<file path="src/rtl/core_bus_arbiter.sv">
// core_bus_arbiter: merges the core's instruction-fetch and data ports onto a
// single memory request bus, one outstanding transaction at a time.
// Optional feature macro: CORE_BUS_ARB_RR_EN (round-robin arbitration).
// When it is undefined, the data port always wins a tie.
module core_bus_arbiter #(
    parameter int ADDR_W  = 64,
    parameter int DATA_W  = 64,
    parameter int IDATA_W = 32
) (
    input  logic               clk,
    input  logic               reset,
    // instruction port
    input  logic               ireq_valid,
    input  logic [ADDR_W-1:0]  ireq_addr,
    output logic               iresp_data_ok,
    output logic [IDATA_W-1:0] iresp_data,
    // data port
    input  logic               dreq_valid,
    input  logic [ADDR_W-1:0]  dreq_addr,
    input  logic [2:0]         dreq_size,
    input  logic [7:0]         dreq_strobe,
    input  logic [DATA_W-1:0]  dreq_data,
    output logic               dresp_data_ok,
    output logic [DATA_W-1:0]  dresp_data,
    // memory bus
    output logic               creq_valid,
    input  logic               creq_ready,
    output logic [ADDR_W-1:0]  creq_addr,
    output logic [2:0]         creq_size,
    output logic [7:0]         creq_strobe,
    output logic [DATA_W-1:0]  creq_data,
    input  logic               cresp_valid,
    input  logic [DATA_W-1:0]  cresp_data
);

    typedef enum logic [1:0] {IDLE, REQ, WAIT, DONE} state_t;

    state_t state;
    logic   owner_d;    // 1: data port owns the transaction, 0: fetch port
    logic   grant_d;
    logic   live_match;

`ifdef CORE_BUS_ARB_RR_EN
    logic   rr_ptr;     // 1: data port wins a tie, 0: fetch port wins

    // Tie goes to the port named by the round-robin pointer
    always_comb begin
        grant_d = dreq_valid && (!ireq_valid || rr_ptr);
    end
`else
    // Data port has fixed priority over the fetch port
    always_comb begin
        grant_d = dreq_valid;
    end
`endif

    // Owner's live request must still equal the captured one to deliver data
    always_comb begin
        live_match = 1'b0;
        if (owner_d)
            live_match = dreq_valid && (dreq_addr == creq_addr) &&
                         (dreq_size == creq_size) && (dreq_strobe == creq_strobe);
        else
            live_match = ireq_valid && (ireq_addr == creq_addr);
    end

    // Transaction FSM; creq fields double as the latched request
    always_ff @(posedge clk) begin
        if (reset) begin
            state         <= IDLE;
            owner_d       <= 1'b0;
            creq_valid    <= 1'b0;
            creq_addr     <= '0;
            creq_size     <= '0;
            creq_strobe   <= '0;
            creq_data     <= '0;
            iresp_data_ok <= 1'b0;
            iresp_data    <= '0;
            dresp_data_ok <= 1'b0;
            dresp_data    <= '0;
`ifdef CORE_BUS_ARB_RR_EN
            rr_ptr        <= 1'b0;
`endif
        end else begin
            iresp_data_ok <= 1'b0;
            dresp_data_ok <= 1'b0;
            case (state)
                IDLE: begin
                    if (dreq_valid || ireq_valid) begin
                        owner_d    <= grant_d;
                        creq_valid <= 1'b1;
                        state      <= REQ;
                        if (grant_d) begin
                            creq_addr   <= dreq_addr;
                            creq_size   <= dreq_size;
                            creq_strobe <= dreq_strobe;
                            creq_data   <= dreq_data;
                        end else begin
                            creq_addr   <= ireq_addr;
                            creq_size   <= 3'd2;
                            creq_strobe <= '0;
                            creq_data   <= '0;
                        end
                    end
                end
                REQ: begin
                    if (creq_ready) begin
                        creq_valid <= 1'b0;
                        state      <= WAIT;
                    end
                end
                WAIT: begin
                    if (cresp_valid) begin
                        state <= DONE;
                        // stale responses are dropped without a completion pulse
                        if (live_match) begin
                            if (owner_d) begin
                                dresp_data_ok <= 1'b1;
                                dresp_data    <= cresp_data;
                            end else begin
                                iresp_data_ok <= 1'b1;
                                iresp_data    <= creq_addr[2] ? cresp_data[2*IDATA_W-1:IDATA_W]
                                                              : cresp_data[IDATA_W-1:0];
                            end
                        end
                    end
                end
                DONE: begin
                    state <= IDLE;
`ifdef CORE_BUS_ARB_RR_EN
                    if (rr_ptr == owner_d)
                        rr_ptr <= ~rr_ptr;
`endif
                end
                default: state <= IDLE;
            endcase
        end
    end

endmodule

</file>
<file path="config.mk">
export PLATFORM = sky130hd
export DESIGN_NAME = core_bus_arbiter
export DESIGN_NICKNAME = d
export VERILOG_FILES = /design/src/rtl/core_bus_arbiter.sv
export SDC_FILE = /design/constraint.sdc
export NUM_CORES = 1
export LEC_CHECK = 0
export BUFFER_PORTS_ARGS = -buffer_cell sky130_fd_sc_hd__buf_2
export CORE_AREA = 2 2 201 203
export DETAILED_ROUTE_END_ITERATION = 6
export DIE_AREA = 0 0 203 205
export RECOVER_POWER = 50
export SETUP_SLACK_MARGIN = 0.4
export SLEW_MARGIN = 20
export SYNTH_ARGS = -nofsm -noshare
export SYNTH_HDL_FRONTEND = slang
export SYNTH_SLANG_ARGS = --single-unit
</file>
<file path="constraint.sdc">
create_clock -name clk -period 1.9 [get_ports clk]
set_input_delay 0.095 -clock clk [delete_from_list [all_inputs] [get_ports clk]]
set_output_delay 0.095 -clock clk [all_outputs]
set_load 0.05 [all_outputs]
</file>
==> results by group, run 1 <==
Synth
  • Synth Register Bits: 241
  • Post-Synthesis Cells: 1369
  • Main synth FF type: dfxtp_1
  • Synth async-reset ratio: 0
  • Synth area leader: dfxtp_1
  • Top area cells in the synthesized netlist: dfxtp_1 40%, mux2i_1 11%, nand2b_1 7.0%, a211oi_1 6.0%, xor2_1 4.9%
  • Synth Area in XOR/XNOR: 0.0647
  • Mapped cell area: 0.0120 mm^2
  • Yosys cell types: 44
  • Share of the synthesized area in the top cell type: 0.401
  • Area share of fa/ha/maj cells after synthesis: 0.00312
  • Register area share after synthesis: 0.401
  • Post-synth top cells: 241 x dfxtp_1, 134 x nand2b_1, 128 x mux2i_1
  • Syn nets: 1645
  • Avg Cell Area, Syn: 8.79 um^2
  • Synth Warn #: 0
  • Largest family of logic cells by synthesized area: simple AND/OR/NAND/NOR gates
  • Mux contribution to synthesized area: 0.106
  • Post-synth EDFFs: 0
  • Synth Area in Compound Gates: 0.166
  • Simple logic cell fraction of the synthesized area: 0.204
  • Count leader, synth: dfxtp_1

STA
  • Max Freq: 427 MHz
  • Least-Margin Pin Slew: 1.16 ns
  • Final period utilization: 1.23
  • Unrepaired setup endpoints after global routing: yes
  • Layout Skew: 0.0343 ns
  • Final Hold Fails: 0
  • Slew margin rel.: 0.225
  • Final setup fails: 98
  • Tmin final: 2.34 ns
  • Final WS setup: -0.444 ns
  • Slew Limit Fails: 0

Drt
  • Via-to-Cell Ratio: 5.36
  • Routed vias: 15400
  • Avg WL per Cell: 23.7 um
  • 1st-iter DRT viols: 1093
  • DRT Wirelength: 68.2 mm
  • DRC Markers: 0
  • Number of nets with antenna violations after routing: 0
  • First drt pass iteration count: 5

Clock tree
  • Root Buffer: clkbuf_16
  • Max H-tree Level: 1
  • Max Buffers Root-to-Sink: 3
  • Worst skew pair latency: 0.58 ns
  • Clk pin slew, worst setup/hold paths: 0.07 ns
  • Clock sinks: 241
  • CTS tree: yes
  • TritonCTS Buffers: 28

Worst setup path
  • Setup CP Type: register to register
  • Critical Path Slowest Stage Cell: a211oi_1
  • Critical path's largest stage delay: 0.40 ns
  • Worst setup SP type: register
  • Critical path endpoint category: register
  • CP bufs+invs: 4
  • Crit path required time: 2.34 ns
  • Critical-path cell list: buf_6 -> xor2_1 -> nor4_2 -> buf_4 -> nand2_8 -> buf_12 -> buf_16 -> a211oi_1 -> a41oi_1 -> o21a_1
  • Worst path top cell family by delay: compound AO/OA/AOI/OAI gates
  • CP Data Arrival Time: 2.78 ns
  • Worst-path fanout max: 4

Die
  • Chip Width: 203 um
  • Initial core utilization: 0.306
  • I/O pins: 511
  • Die area: 0.0416 mm^2
  • Core footprint: 0.0394 mm^2
  • Std-Cell Rows: 73
  • Die Span Y: 205 um

Finish
  • Layout cells sized above 1: 0.444
  • Area growth, synth to finish: 96.1%
  • Layout Utilization: 0.600
  • Finished layout cell area: 0.0236 mm^2
  • Total Nets Final: 2589

Power
  • Peak VDD IR: 0.00101 V
  • Leak: 10.3 nW
  • P per Cell Area: 1310 mW/mm^2

Global route
  • Initial antenna violation count: 22
  • Total Routing Usage GR: 0.277
  • First-pass GRT wire length: 88.4 mm
  • Vias in the first global route: 14800
  • Largest net degree at the start of global routing: 137
  • Grt total ovfl: 0

Outcome
  • Failing checks: setup timing
  • Outcome: finished with violations

Worst hold path
  • Min-delay worst type: primary input to register

Placed design
  • Final GP Congestion: 0.957
  • Pre-CTS setup slack: -0.483 ns
  • Port Buffers: 510
  • DP Area: 0.0162 mm^2
  • Post-detail-place hpwl: 38.8 mm

Run
  • Max Cap Viol: 0
[cells by family (layout without fill, tap and decap cells)]
family                     Yosys count  in the layout
adders and majority gates            3              3
muxes                              128            128
other                                0             17
DFF                                241            241
and+or+nand+nor                    468            468
AOI/OAI and AO/OA                  284            285
buffers and inverters              156           1118
xor gates and xnor gates            89             89
[worst min-delay path: cells and delay by family]
kind	cells	cell delay, ns
compound gates	1	0.08
mux	1	0.15
buf+inv	2	0.23
[stage by stage]
step	std cells	setup TNS, ns	hold slack (ns)	power, mW
floorplan	1369	-7.48	0.247	13.4
global placement	2446	-39.64	0.365	17.3
detailed placement	2446	-42.13	0.369	17.4
CTS	2797	-21.57	-0.0839	25.8
global route	2869	-35.97	0.0222	31.8
finish	2874	-29.48	0.0211	30.9
[state kept, by name, indices dropped and copies added (netlist names), 2 cells and up]
register and cells:
creq_addr 64, creq_data 64, creq_size 3, creq_strobe 8, dresp_data 64, iresp_data 32
state 2
[cells in the final DEF (no fill, tap or decap), types with 51 or more instances in the layout]
cell type and count:
a211oi_2 79, a21oi_2 72, buf_2 311, buf_4 141, clkbuf_1 195, clkbuf_16 52, dfxtp_1 178, dfxtp_2 51
dlygate4sd3_1 255, mux2i_1 126, nand2_4 60, nand2b_1 134, nand3_1 59, nor2b_1 55, xor2_1 65
[repair_timing]
item	4_1_cts	5_1_grt
hold endpoints to repair	202	1
hold buffers	254	1
buffers inserted	26	30
pin swaps	52	181
gates cloned	22	29
endpoints found under the setup margin	239	248
resized for setup	180	417
[layout make-up]
type,instances,area [um^2]
Fill cell,3153,15800
Multi-Input combinational cell,973,8600
Timing Repair Buffer,1024,8290
Sequential cell,241,4930
Clock buffer,40,850
Tap cell,525,657
Inverter,45,171
Clock inverter,9,58.8
Antenna cell,17,42.5
[power breakdown]
group	internal [mW]	switching, mW	total (mW)
sequential	6.05	0.876	6.92
combinational	7.91	10.6	18.5
clock	3.10	2.35	5.45
[final timing paths]
| kind | startpoint | endpoint | slack (ns) | cells after the start |
|---|---|---|---|---|
| worst max-delay path | creq_addr[10] | iresp_data[16] | -0.44 | 10 |
| worst min-delay path | dreq_addr[40] | creq_addr[40] | 0.02 | 4 |
| worst max register to register | creq_addr[10] | iresp_data[16] | -0.44 | 10 |
| worst min register to register | creq_data[59] | creq_data[59] | 0.46 | 2 |
[per-layer routing]
metal  GRT usage  part of all wire
met2       0.474              0.48
met4       0.139             0.063
met3      0.0665             0.091
met1       0.323              0.37
met5           0           0.00066
Power figures use the tool's default switching activity.
==> run 2: changes to the inputs <==
--- a/config.mk
+++ b/config.mk
@@ -5,10 +5,11 @@
 export SDC_FILE = /design/constraint.sdc
 export NUM_CORES = 1
 export LEC_CHECK = 0
+export ABC_AREA = 1
 export BUFFER_PORTS_ARGS = -buffer_cell sky130_fd_sc_hd__buf_2
-export CORE_AREA = 2 2 201 203
+export CORE_AREA = 2 2 198 200
 export DETAILED_ROUTE_END_ITERATION = 6
-export DIE_AREA = 0 0 203 205
+export DIE_AREA = 0 0 200 202
 export RECOVER_POWER = 50
 export SETUP_SLACK_MARGIN = 0.4
 export SLEW_MARGIN = 20
==> run 2 against run 1 <==
Against the previous run: the flow still finishes with violations (setup timing); sequential power barely moved; largest power group unchanged; global-route usage rose by 4.8 points; total power fell by 17%.
==> results by group, run 2 <==
Die
  • Die area: 0.0404 mm^2 (-2.9%)
  • Chip Width: 200 um (-1.5%)
  • Core footprint: 0.0383 mm^2 (-2.7%)
  • Std-Cell Rows: 72 (-1.4%)
  • I/O pins: 511 (unchanged)
  • Initial core utilization: 0.351 (+0.0454)
  • Die Span Y: 202 um (-1.5%)

Finish
  • Fin cells: 3812 (+33%)
  • Area growth, synth to finish: 66.9%
  • Layout Utilization: 0.586 (-0.0134)
  • Total Nets Final: 3543 (+37%)
  • Most frequent cells in the layout: 962 x nand2_1, 317 x buf_2, 299 x nor2_1
  • Commonest non-fill, non-tap cell in the layout: nand2_1
  • Filler cell count: 3731 (+18%)
  • Biggest regs: creq_addr: 64 flops, creq_data: 64 flops, dresp_data: 64 flops
  • Layout cells sized above 1: 0.246 (-0.198)

Drt
  • Number of nets with antenna violations after routing: 0 (unchanged)
  • Routed vias: 18400 (+20%)
  • Via-to-Cell Ratio: 4.83 (-9.9%)
  • DRT Wirelength: 67.8 mm (-0.56%)
  • DRC Markers: 0 (unchanged)
  • Avg WL per Cell: 17.8 um (-25%)
  • First drt pass iteration count: 5 (unchanged)
  • 1st-iter DRT viols: 1367 (+25%)

Clock tree
  • Worst skew pair latency: 0.60 ns (+0.02 ns)
  • Max Buffers Root-to-Sink: 3 (unchanged)
  • TritonCTS Buffers: 29 (+3.6%)
  • Clock sinks: 241 (unchanged)
  • CTS tree: yes
  • Max H-tree Level: 1 (unchanged)
  • Clk pin slew, worst setup/hold paths: 0.06 ns (about the same)
  • Root Buffer: clkbuf_16

STA
  • Slew Limit Fails: 0 (unchanged)
  • Max Freq: 452 MHz (+5.8%)
  • Least-Margin Pin Slew: 0.893 ns (-0.269 ns)
  • Final setup fails: 98 (unchanged)
  • Slew margin rel.: 0.405 (+0.180)
  • Layout Skew: 0.0367 ns (+0.00235 ns)
  • Tmin final: 2.21 ns (-0.129 ns)
  • Final WS setup: -0.315 ns (+0.129 ns)
  • Final period utilization: 1.17 (-0.0679)
  • Hold WS: 0.171 ns (+0.150 ns)
  • Unrepaired setup endpoints after global routing: yes
  • Final Hold Fails: 0 (unchanged)
  • Setup TNS: -21.77 ns (+7.70 ns)

Power
  • Leak: 11.5 nW (+11%)
  • Clock power frac: 0.224 (+0.048)
  • Comb pwr share: 0.505 (-0.095)
  • NetSw: 11.6 mW (-16%)
  • Power Internal: 14.0 mW (-18%)
  • Sw Share: 0.454 (+0.00576)
  • Total power draw: 25.6 mW (-17%)
  • P per Cell Area: 1140 mW/mm^2 (-13%)
  • Part of the power in registers: 0.272 (+0.048)
  • Peak VDD IR: 0.000887 V (-12%)

Synth
  • Count leader, synth: nand2_1
  • Synth Warn #: 0 (unchanged)
  • Top area cells in the synthesized netlist: dfxtp_1 36%, nand2_1 29%, nor2_1 9.5%, inv_1 8.2%, o21ai_0 3.5%
  • Main synth FF type: dfxtp_1
  • Mapped cell area: 0.0134 mm^2 (+12%)
  • Post-Synthesis Cells: 2341 (+71%)
  • Synth Register Bits: 241 (unchanged)
  • Avg Cell Area, Syn: 5.74 um^2 (-35%)
  • Share of the synthesized area in the top cell type: 0.359 (-0.0419)
  • Syn nets: 2617 (+59%)
  • Synth async-reset ratio: 0 (unchanged)
  • Post-synth EDFFs: 0 (unchanged)
  • Post-synth top cells: 1033 x nand2_1, 340 x nor2_1, 295 x inv_1
  • Yosys cell types: 27 (-39%)
  • Register area share after synthesis: 0.359 (-0.0419)
  • Synth area leader: dfxtp_1

Worst setup path
  • Critical path endpoint category: register
  • Reg2reg end: dresp_data[39]
  • Flop2flop setup slack: -0.31 ns (+0.13 ns)
  • Crit path required time: 2.40 ns (+0.06 ns)
  • CP Data Arrival Time: 2.71 ns (-0.07 ns)
  • Reg2reg path depth: 15 (+5)
  • Worst path top cell family by delay: simple AND/OR/NAND/NOR gates
  • Critical-path cell list: nand2_1 -> o21ai_0 -> nor2_1 -> nand2_1 -> nor2_1 -> nand2_1 -> nor2_1 -> nand3_1 -> nand2_2 -> nand3_4 -> buf_12 -> buf_16 -> nand2_1 -> nand2_1 -> nor2_1
  • Worst-path fanout max: 17 (+13)
  • Critical Path Slowest Stage Cell: dfxtp_4
  • CP bufs+invs: 2 (-2)
  • Most frequent CP cell: nand2_1
  • Critical path's largest stage delay: 0.35 ns (-0.05 ns)
  • Worst setup SP type: register
  • Setup CP Type: register to register
  • Worst r2r src: creq_addr[63]

Placed design
  • Port Buffers: 510 (unchanged)
  • Post-detail-place hpwl: 47.8 mm (+23%)
  • Final GP Congestion: 0.995 (+3.9%)
  • Placed Cells: 3463 (+42%)

Worst hold path
  • Worst hold start: dreq_addr[20]
  • Min-delay worst type: primary input to register
  • Worst Hold Path EP: creq_addr[20]
  • Hold path depth: 6 (+2)

Global route
  • Grt total ovfl: 0 (unchanged)
  • First-pass GRT wire length: 101 mm (+14%)
  • Total Routing Usage GR: 0.325 (+0.0478)
  • Initial antenna violation count: 13 (-41%)
  • Vias in the first global route: 18000 (+21%)
  • Largest net degree at the start of global routing: 81 (-41%)

Outcome
  • Failing checks: setup timing
  • Outcome: finished with violations

Run
  • Max Cap Viol: 0 (unchanged)
-- run 2: power groups by stage --
stage	Combinational, mW	Sequential, mW	Clock (mW)
detailed placement	11.5	6.94	0
global route	13.8	7.05	6.01
CTS	12.5	6.89	5.82
finish	12.9	6.95	5.72
floorplan	4.04	9.65	0
global placement	11.4	6.90	0
-- run 2: how the worst max path moves through the flow --
stage | to | slack (ns) | startpoint | depth (start not counted)
after floorplan | dresp_data[0] | 0.09 | creq_addr[2] | 17
after global placement | dresp_data[37] | -0.32 | creq_addr[50] | 16
after detailed placement | dresp_data[53] | -0.33 | creq_addr[63] | 14
after CTS | dresp_data[15] | -0.26 | creq_addr[1] | 17
after global routing | dresp_data[8] | -0.46 | creq_addr[26] | 16
final | dresp_data[39] | -0.31 | creq_addr[63] | 15
-- run 2: timing repair --
action / 4_1_cts / 5_1_grt
hold buffers: 269 / 0
buffers inserted: 10 / 3
hold endpoints to repair: 238 / 0
pin swaps: 11 / 21
endpoints found under the setup margin: 238 / 242
gates resized for setup: 96 / 116
gates cloned: 6 / 3
-- run 2: area by class of cell --
cell class / instances / area, um^2 / area share
Clock inverter: 5 / 40.0 / 0.00178
Tap cell: 518 / 648 / 0.0289
Timing Repair Buffer: 991 / 7080 / 0.315
Inverter: 307 / 1170 / 0.0520
Clock buffer: 44 / 928 / 0.0414
Antenna cell: 9 / 22.5 / 0.00100
Sequential cell: 241 / 5050 / 0.225
Multi-Input combinational cell: 1697 / 7510 / 0.335
-- run 2: cells by family after synthesis --
family / count (synthesis) / synth area share
and+or+nand+nor: 1419 / 0.403
xor gates and xnor gates: 32 / 0.0208
DFF: 241 / 0.359
AOI/OAI and AO/OA: 243 / 0.0970
buffers and inverters: 403 / 0.117
adders and majority gates: 3 / 0.00279
-- run 2: tightest hold or removal path: cells and delay by family --
family | cells | cell delay (ns)
buf+inv | 3 | 0.34
compound gates | 3 | 0.30
-- run 2: stage by stage --
step / instance area (um^2) / worst slack, ns
final: 22400 / -0.315
after floorplan: 13800 / 0.0916
after CTS: 22300 / -0.261
after global routing: 22400 / -0.459
after global placement: 18100 / -0.321
after detailed placement: 18100 / -0.328
-- run 2: per-layer routing --
metal,vias up,share of wire,track usage
met5,-,0.00078,0
met4,8,0.047,0.136
met3,195,0.087,0.0589
met2,888,0.45,0.530
met1,8416,0.42,0.419
li1,8921,-,-
